<file path="src/rtl/serial_ripple_borrow_subtractor.sv">
// Bit-serial subtractor: result = A - B - borrowin, one bit per clock, LSB first.
// A single full-subtractor cell with a registered borrow walks across the
// captured operands. Result and flags are held after completion until the
// next accepted start.
module serial_ripple_borrow_subtractor #(
    parameter int NUMBITS = 16
) (
    input  logic               clk,
    input  logic               rst,
    input  logic               start,
    input  logic [NUMBITS-1:0] A,
    input  logic [NUMBITS-1:0] B,
    input  logic               borrowin,
    output logic               busy,
    output logic               done,
    output logic [NUMBITS-1:0] result,
    output logic               borrowout,
    output logic               overflow
);

    localparam int CW = (NUMBITS > 1) ? $clog2(NUMBITS) : 1;
    localparam logic [CW-1:0] LASTBIT = CW'(NUMBITS - 1);

    typedef enum logic [1:0] {
        IDLE = 2'd0,
        RUN  = 2'd1,
        DONE = 2'd2
    } state_t;

    state_t state;
    state_t state_next;

    logic [NUMBITS-1:0] opa;
    logic [NUMBITS-1:0] opb;
    logic [CW-1:0]      cnt;
    logic               br;

    logic accept;
    logic lastbit;
    logic ai;
    logic bi;
    logic di;
    logic brnext;

    // Operands are shifted right each bit, so the current bit always sits at bit 0.
    assign ai      = opa[0];
    assign bi      = opb[0];
    assign di      = ai ^ bi ^ br;
    assign brnext  = (~ai & bi) | (~ai & br) | (bi & br);
    assign lastbit = (cnt == LASTBIT);
    assign accept  = start && (state != RUN);

    // State register.
    always_ff @(posedge clk) begin
        if (rst) begin
            state <= IDLE;
        end else begin
            state <= state_next;
        end
    end

    // Next-state logic and handshake outputs decoded from the state register only.
    always_comb begin
        state_next = state;
        busy       = 1'b0;
        done       = 1'b0;
        case (state)
            IDLE: begin
                if (start) begin
                    state_next = RUN;
                end
            end
            RUN: begin
                busy = 1'b1;
                if (lastbit) begin
                    state_next = DONE;
                end
            end
            DONE: begin
                done       = 1'b1;
                state_next = start ? RUN : IDLE;
            end
            default: begin
                state_next = IDLE;
            end
        endcase
    end

    // Datapath: capture on accept, then one full-subtractor step per edge in RUN.
    always_ff @(posedge clk) begin
        if (rst) begin
            opa       <= '0;
            opb       <= '0;
            br        <= 1'b0;
            cnt       <= '0;
            result    <= '0;
            borrowout <= 1'b0;
            overflow  <= 1'b0;
        end else if (accept) begin
            opa <= A;
            opb <= B;
            br  <= borrowin;
            cnt <= '0;
        end else if (state == RUN) begin
            result[cnt] <= di;
            opa         <= opa >> 1;
            opb         <= opb >> 1;
            br          <= brnext;
            cnt         <= cnt + 1'b1;
            if (lastbit) begin
                borrowout <= brnext;
                overflow  <= (ai ^ bi) & (ai ^ di);
            end
        end
    end

endmodule

</file>
<file path="config.mk">
export PLATFORM = sky130hd
export DESIGN_NAME = serial_ripple_borrow_subtractor
export DESIGN_NICKNAME = d
export VERILOG_FILES = /design/src/rtl/serial_ripple_borrow_subtractor.sv
export SDC_FILE = /design/constraint.sdc
export NUM_CORES = 1
export LEC_CHECK = 0
export CORE_ASPECT_RATIO = 0.5
export CORE_MARGIN = 8
export CORE_UTILIZATION = 49
export CTS_CLUSTER_SIZE = 28
export DETAILED_ROUTE_END_ITERATION = 8
export GPL_TIMING_DRIVEN = 0
export PLACE_DENSITY = 0.78
export SYNTH_ARGS = -nofsm -noshare
export SYNTH_HDL_FRONTEND = slang
export SYNTH_SLANG_ARGS = --single-unit
</file>
<file path="constraint.sdc">
create_clock -name clk -period 2 [get_ports clk]
set_input_delay 0.4 -clock clk [delete_from_list [all_inputs] [get_ports clk]]
set_output_delay 0.4 -clock clk [all_outputs]
set_load 0.02 [all_outputs]
</file>
## Yosys cells after proc, flatten, opt, wreduce, memory -nomap -nowiden

Cells that the tools add are included.

- Register bits: 57
- Latch bits: 0
- RAM bits: 0
- Bits in read-only memories: 0
- Input bits: 36
- Logic and storage cells: 51
- Memories: 0

- Add/sub/neg operators: 1
- Multipliers: 0
- Divide/modulo/power cells: 0
- $lt $le $gt $ge: 2
- Equal/unequal tests: 6
- Shift-type cells: 0
- Muxes and demuxes: 15
- Bitwise gates (word level): 11
- Reductions and logical operators: 8

Operator list:

| cell | number |
|---|---|
| $mux W16 | 4 |
| $bwmux W16 | 1 |
| $mux W1 | 6 |
| $pmux W2 S3 | 1 |
| $lt A4 B5 Y1 const B | 1 |
| $add A4 B1 Y4 const B | 1 |
| $and A1 B1 Y1 | 4 |
| $demux W1 S4 | 1 |
| $eq A4 B4 Y1 const B | 1 |
| $ge A4 B1 Y1 const B | 1 |
| $mux W2 | 2 |
| $ne A2 B2 Y1 const B | 2 |
| $reduce_and A2 Y1 | 2 |
| $reduce_and A3 Y1 | 1 |
| $xor A1 B1 Y1 | 3 |
| $eq A2 B1 Y1 const B | 1 |
| $eq A2 B2 Y1 const B | 1 |
| $logic_and A1 B1 Y1 | 2 |
| $logic_not A2 Y1 | 1 |
| $ne A2 B1 Y1 const B | 1 |
| $not A1 Y1 | 2 |
| $or A1 B1 Y1 | 2 |
| $reduce_bool A2 Y1 | 1 |
| $reduce_or A2 Y1 | 1 |

## Logic depth before layout (Yosys ltp)

Gate-level depths: netlist of the first run.

- Depth in word-level cells: 6
- Mapped depth: 6

## Least setup slack after synthesis of the first run

Ideal clock, no wire load.

- Path kind: reg-to-reg
- Start point: register opa[0]
- End point: register overflow
- Library setup time: 70 ps
- Arrival time: 1741 ps
- Required time: 1930 ps
- Slack: 188 ps
- Stages on the path, launching flop included: 7
- Buffers on the path: 1
- Cells stage by stage: dfxtp_1 inv_1 fa_1 clkbuf_1 xor2_1 or4_1 a21oi_1

- Word-level cells in the longest chain between the ends: 4

RTL lines:

| what | RTL line | RTL |
|---|---|---|
| start, declared | 33 | `logic [NUMBITS-1:0] opa;` |
| start signal, assigned | 106 | `opa <= opa >> 1;` |
| $xor A1 B1 Y1 | 48, 112 |  |
| $xor A1 B1 Y1 | 48 | `assign di = ai ^ bi ^ br;` |
| $xor A1 B1 Y1 | 112 | `overflow <= (ai ^ bi) & (ai ^ di);` |
| $and A1 B1 Y1 * | 112 |  |
| end signal, assigned | 112 |  |
| end, declared | 18 | `output logic overflow` |

Mark *: on every way between the ends. The rest lies on a longest branch, timed or not.
A chain may end at the register's enable or synchronous reset.

## Final worst setup path of the first run

Same ends and word-level chain as after synthesis.

==> flow_summary_export.csv, run 1 <==
group,metric,value,unit
status,status,"finished clean",
setup_path,r2r-start,"opa[0]$_SDFFE_PP0P_",
synth,synthDistinctLibCells,32,
setup_path,criticalPathCategory,"register to register",
timing,relSlewSlack,65.9,%
synth,synthFlopType,"dfxtp_1",
floorplanning,die_w,118,um
route,drtPass1Iterations,4,
final_layout,fin_cells,401,
setup_path,required,2260,ps
run,maxCapViolCount,0,
clock_network,clockRootBuffer,"clkbuf_8",
setup_path,crit_slowest_cell,"fa_2",
clock_network,path_clk_slew,60,ps
setup_path,slowest_delay,700,ps
timing,hold_viol_final,0,
global_routing,grt_usage,16.4,%
route,ant_nets,0,
floorplanning,die_area,7890,um2
synth,synth_edf_count,0,
placed_design,dp_hpwl,4580,um
setup_path,path_buf_inv,1,
global_routing,met1_usage,18.9,%
clock_network,clock_path_buffers,2,
global_routing,grt_max_degree,11,
synth,synth_area_leaders,"dfxtp_1 (45%), mux2i_1 (13%), a211oi_1 (9.4%)",
timing,finalSetupViolations,0,
route,wl_per_cell,16.0,um
synth,syn_avg_cell_area,9.67,um2
synth,ys_async_sr_fraction,0,%
global_routing,antenna_found_initial,0,
global_routing,grt_pass1_vias,2291,
global_routing,grt.busiest_layer,"met2",
setup_path,cp-startpoint,"opa[0]$_SDFFE_PP0P_",
clock_network,cts_hold_buf,0,
synth,yosysTopAreaCellShare,44.9,%
setup_path,path_cells,"inv_1 > fa_2 > xor2_1 > or4_1 > a21oi_1",
clock_network,cts_buffers,9,
placed_design,dp_cells,386,
timing,fin_ws,108,ps
power_and_ir_drop,vdd_drop_max,0.000567,V
power_and_ir_drop,p_per_area,802,nW/um2
final_layout,areaGrowthSynthToFinish,31.7,%
timing,fin_crit,1890,ps
synth,ys_warn_count,0,
final_layout,final_layout_size_suffix_gt1_share,10.3,%
timing,hold_slack,480,ps
floorplanning,rows,18,
timing,rsz0062_at_grt,"no",
synth,synth_area,2540,um2
clock_network,post_cts_buffers,0,
floorplanning,coreArea,4950,um2
timing,setup_tns,0,ps
timing,slew_viol_final,0,
setup_path,worst_setup_path_start_kind,"register",
clock_network,cts_tree,"yes",
placed_design,place.gp.congestion,0.782,
placed_design,port_buffers,53,
synth,ys_top_cells_by_count,"dfxtp_1 (57), mux2i_1 (33), nor2_1 (33), a211oi_1 (32), a31oi_1 (16)",
setup_path,cp.arrival,2160,ps
setup_path,endpoint_kind,"register",
setup_path,critPathMaxFanout,8,
clock_network,cts.sinks,57,
route,viasPerCell,5.54,
hold_path,worstHoldStart,"start",
global_routing,grtUsageMet2,28.6,%
placed_design,pre_cts_ws,-14.9,ps
synth,yosysMostFrequentCell,"dfxtp_1",
timing,final.period_utilization,94.6,%
route,drc,0,
power_and_ir_drop,p_leak,1.32,nW
placed_design,place_area,3160,um2
global_routing,gr-usage-met3,4.89,%
hold_path,hold_path.class,"primary input to register",
final_layout,diodes,0,
synth,synthCells,263,
clock_network,clk_latency,330,ps
floorplanning,die_y,66.9,um
final_layout,fin_nets,369,
synth,seq_area_frac_synth,44.9,%
synth,synth.largest_area_cell,"dfxtp_1",
synth,syn_nets,306,
final_layout,final_area,3350,um2
setup_path,crit_family,"adder cells",
timing,tightestPinTransition,512,ps
floorplanning,io_pins,56,
route,first_iter_violations,84,
global_routing,grt_pass1_wl,10600,um
synth,ys_ff_latch,57,
clock_network,htreeDepth,3,
clock_network,cts_resized,2,
route,num_vias,2220,
timing,fin_skew,5.92,ps
global_routing,grt_overflow,0,
floorplanning,start_util,51.3,%
timing,fmax,529,MHz
route,wl,6410,um
final_layout,nFillCells,424,
-- worst paths after layout --
path	cells past startpoint	endpoint	slack (ps)
worst max-delay path	5	overflow$_SDFFE_PP0P_	110
worst min-delay path	3	cnt[2]$_SDFFE_PP0N_	480
worst max register to register	5	overflow$_SDFFE_PP0P_	110
worst min register to register	2	opb[8]$_SDFFE_PP0P_	500
-- state kept, by name, summed over array words and instances (netlist names) --
| register | count |
|---|---|
| opa | 16 |
| opb | 16 |
| result | 16 |
| cnt | 4 |
| state | 2 |
| borrowout | 1 |
| br | 1 |
| overflow | 1 |
-- report_power, final --
group	leakage (nW)	switching, W	internal [W]
clock network	0.102	0.000450	0.000582
registers	0.468	0.0000437	0.00121
logic	0.750	0.000215	0.000189
-- worst register-to-register path, stage by stage (launching register included) --
cell     delay [ps]
dfxtp_1         380
inv_1           100
fa_2            700
xor2_1           80
or4_1           400
a21oi_1         160
-- stage by stage --
step / power (W) / utilization, %
after floorplan: 0.00152 / -
after global placement: 0.00165 / 63.8
after detailed placement: 0.00167 / 63.8
after CTS: 0.00269 / 67.6
after global routing: 0.00281 / 67.6
final: 0.00269 / 67.6
-- layout make-up --
class	count	area, um2	share of cell area [%]
Clock buffer	14	183	5.46
Multi-Input combinational cell	174	1250	37.3
Buffer	26	133	3.96
Tap cell	70	87.6	2.62
Sequential cell	57	1140	34.1
Inverter	5	18.8	0.561
Timing Repair Buffer	53	526	15.7
Clock inverter	2	10.0	0.299
-- kinds of logic (layout without fill, tap and decap cells) --
logic type	count (synthesis)	in the layout	synth area share (%)
flops	57	57	44.9
buf+inv	32	100	6.05
simple gates	62	62	11.8
xor+xnor	1	1	0.345
mux	34	34	13.4
compound gates	70	70	19.8
fa+ha+maj	7	7	3.74
-- per-layer routing --
layer  up-vias  part of all wire [%]
li1       1096                     -
met1      1067                    46
met2        50                    49
met3         7                   4.2
met4         0                   1.4
met5         -                     0
-- cells in the final DEF, fill, tap and decap left out, types with 3 or more instances in the layout --
cell	Yosys	final
clkbuf_1	14	13
a311oi_1	13	13
mux2i_1	33	33
nand3_1	6	6
clkdlybuf4s50_1	0	52
nor2_1	33	33
dfxtp_1	57	57
a31oi_1	16	16
and4_1	3	3
a21oi_1	6	6
ha_1	6	6
and2_1	4	4
a211oi_1	32	32
inv_1	4	4
clkbuf_8	0	13
buf_2	7	7
nor3_1	6	6
clkbuf_2	2	4
Note: power is estimated with default switching activity, not from simulation.
==> run 2, diff against run 1 <==
Settings changed: CORE_UTILIZATION 49 to 45, CTS_CLUSTER_SIZE 28 to 14, PLACE_DENSITY 0.78 to 0.75.
Clock period 2 ns to 1.65 ns, I/O delays scaled along.
==> flow_summary_export.csv, run 2 (synthesis results as in run 1) <==
group,metric,value,unit
route,first_iter_violations,179,
timing,fin_crit,1630,ps
clock_network,htreeDepth,3,
clock_network,path_clk_slew,50,ps
timing,relSlewSlack,66.4,%
power_and_ir_drop,pwr-share-seq,38.4,%
floorplanning,die_area,8460,um2
clock_network,cts_hold_buf,0,
final_layout,fin_nets,373,
status,status,"finished clean",
clock_network,clk_latency,320,ps
power_and_ir_drop,pwr-share-comb,13.2,%
global_routing,grt_max_degree,15,
setup_path,crit_slowest_cell,"fa_2",
route,drtPass1Iterations,4,
setup_path,criticalPathCategory,"register to register",
floorplanning,start_util,46.5,%
run,maxCapViolCount,0,
route,wl,6530,um
final_layout,multi_input_area,1260,um2
timing,final.period_utilization,98.5,%
final_layout,seq_area,1140,um2
final_layout,reg.largest.list,"opa: 16 flops, opb: 16 flops, result: 16 flops",
floorplanning,die_w,122,um
clock_network,clock_path_buffers,2,
timing,finalSetupViolations,0,
timing,setup_tns,0,ps
final_layout,diodes,0,
timing,fmax,615,MHz
power_and_ir_drop,clkPwrFrac,48.4,%
setup_path,path_buf_inv,1,
setup_path,slowest_delay,570,ps
placed_design,pre_cts_ws,-198,ps
timing,fin_skew,4.98,ps
clock_network,cts.sinks,57,
setup_path,crit_family,"adder cells",
hold_path,hold_path.class,"primary input to register",
power_and_ir_drop,p_per_area,1120,nW/um2
timing,tightestPinTransition,505,ps
route,num_vias,2271,
route,wl_per_cell,16.0,um
power_and_ir_drop,internal_power,0.00304,W
setup_path,critPathMaxFanout,2,
final_layout,layout_commonest_cell,"dfxtp_1",
global_routing,antenna_found_initial,0,
route,ant_nets,0,
final_layout,areaGrowthSynthToFinish,38.5,%
global_routing,grt_usage,15.6,%
power_and_ir_drop,p_leak,1.42,nW
setup_path,required,1900,ps
global_routing,grt_pass1_wl,10700,um
clock_network,cts_buffers,9,
timing,fin_ws,24.1,ps
timing,hold_viol_final,0,
setup_path,path_cells,"inv_2 > fa_2 > xor2_1 > or4_4 > a21oi_2",
power_and_ir_drop,p_sw_share,23.2,%
floorplanning,coreArea,5470,um2
route,drc,0,
power_and_ir_drop,vdd_drop_max,0.000687,V
power_and_ir_drop,total_power,0.00396,W
clock_network,cts_tree,"yes",
setup_path,endpoint_kind,"register",
final_layout,layout_common_cells,"dfxtp_1 (54), clkdlybuf4s50_1 (50), mux2i_1 (33), nor2_1 (33), a211oi_1 (32)",
floorplanning,die_y,69.2,um
power_and_ir_drop,p_sw,0.000920,W
placed_design,port_buffers,53,
global_routing,grt_overflow,0,
floorplanning,io_pins,56,
final_layout,nFillCells,452,
global_routing,grt_pass1_vias,2257,
floorplanning,rows,19,
timing,slew_viol_final,0,
placed_design,place.gp.congestion,0.783,
placed_design,dp_hpwl,4600,um
timing,rsz0062_at_grt,"yes",
setup_path,cp.arrival,1880,ps
route,viasPerCell,5.58,
clock_network,clockRootBuffer,"clkbuf_16",
final_layout,final_layout_size_suffix_gt1_share,13.2,%
setup_path,worst_setup_path_start_kind,"register",
==> run 2: repair_timing <==
| action | CTS | global route |
|---|---|---|
| setup buffers | 3 | 2 |
| gates resized for setup | 9 | 4 |
| setup endpoints to repair | 13 | 2 |
| pin swaps | 1 | 2 |
==> run 2: metrics by stage <==
stage / std cells / area, um2 / hold WS (ps) / util, %
final: 407 / 3520 / 423 / 64.4
after CTS: 406 / 3510 / 410 / 64.2
after floorplan: 263 / 2550 / 470 / -
after detailed placement: 389 / 3180 / 478 / 58.1
after global placement: 389 / 3180 / 476 / 58.1
after global routing: 407 / 3520 / 437 / 64.4
==> run 2: power groups by stage <==
| stage | registers [W] | logic (W) | clock network (W) |
|---|---|---|---|
| after floorplan | 0.00153 | 0.000319 | 0 |
| after detailed placement | 0.00154 | 0.000498 | 0 |
| final | 0.00152 | 0.000524 | 0.00191 |
| after CTS | 0.00152 | 0.000522 | 0.00194 |
| after global routing | 0.00153 | 0.000569 | 0.00202 |
| after global placement | 0.00154 | 0.000481 | 0 |
==> run 2: worst paths after layout <==
kind	from	end	slack (ps)	depth (start not counted)
max	opa[0]$_SDFFE_PP0P_	overflow$_SDFFE_PP0P_	20	5
max reg2reg	opa[0]$_SDFFE_PP0P_	overflow$_SDFFE_PP0P_	20	5
min reg2reg	opa[6]$_SDFFE_PP0P_	opa[5]$_SDFFE_PP0P_	500	2
min	start	cnt[2]$_SDFFE_PP0N_	420	3
==> run 2: layer usage <==
| metal | up-vias | part of all wire, % | track usage [%] |
|---|---|---|---|
| li1 | 1116 | - | - |
| met5 | - | 0 | 0 |
| met3 | 8 | 5.8 | 6.74 |
| met4 | 0 | 1.6 | 5.76 |
| met2 | 56 | 49 | 25.5 |
| met1 | 1091 | 44 | 17.8 |
==> run 2: worst register-to-register path, cell delays in order, from the launching register on <==
cell and delay, ps:
dfxtp_2 330, inv_2 50, fa_2 570, xor2_1 70, or4_4 420, a21oi_2 120
==> run 2: final cells by class <==
class	count	share of cell area, %
plain buffers	25	3.62
clock buffers	13	7.96
clock inverters	2	0.995
inverters	5	0.604
multi-input cells	174	35.7
flip-flops and latches	57	32.5
well taps	73	2.59
repair buffers	58	16.0
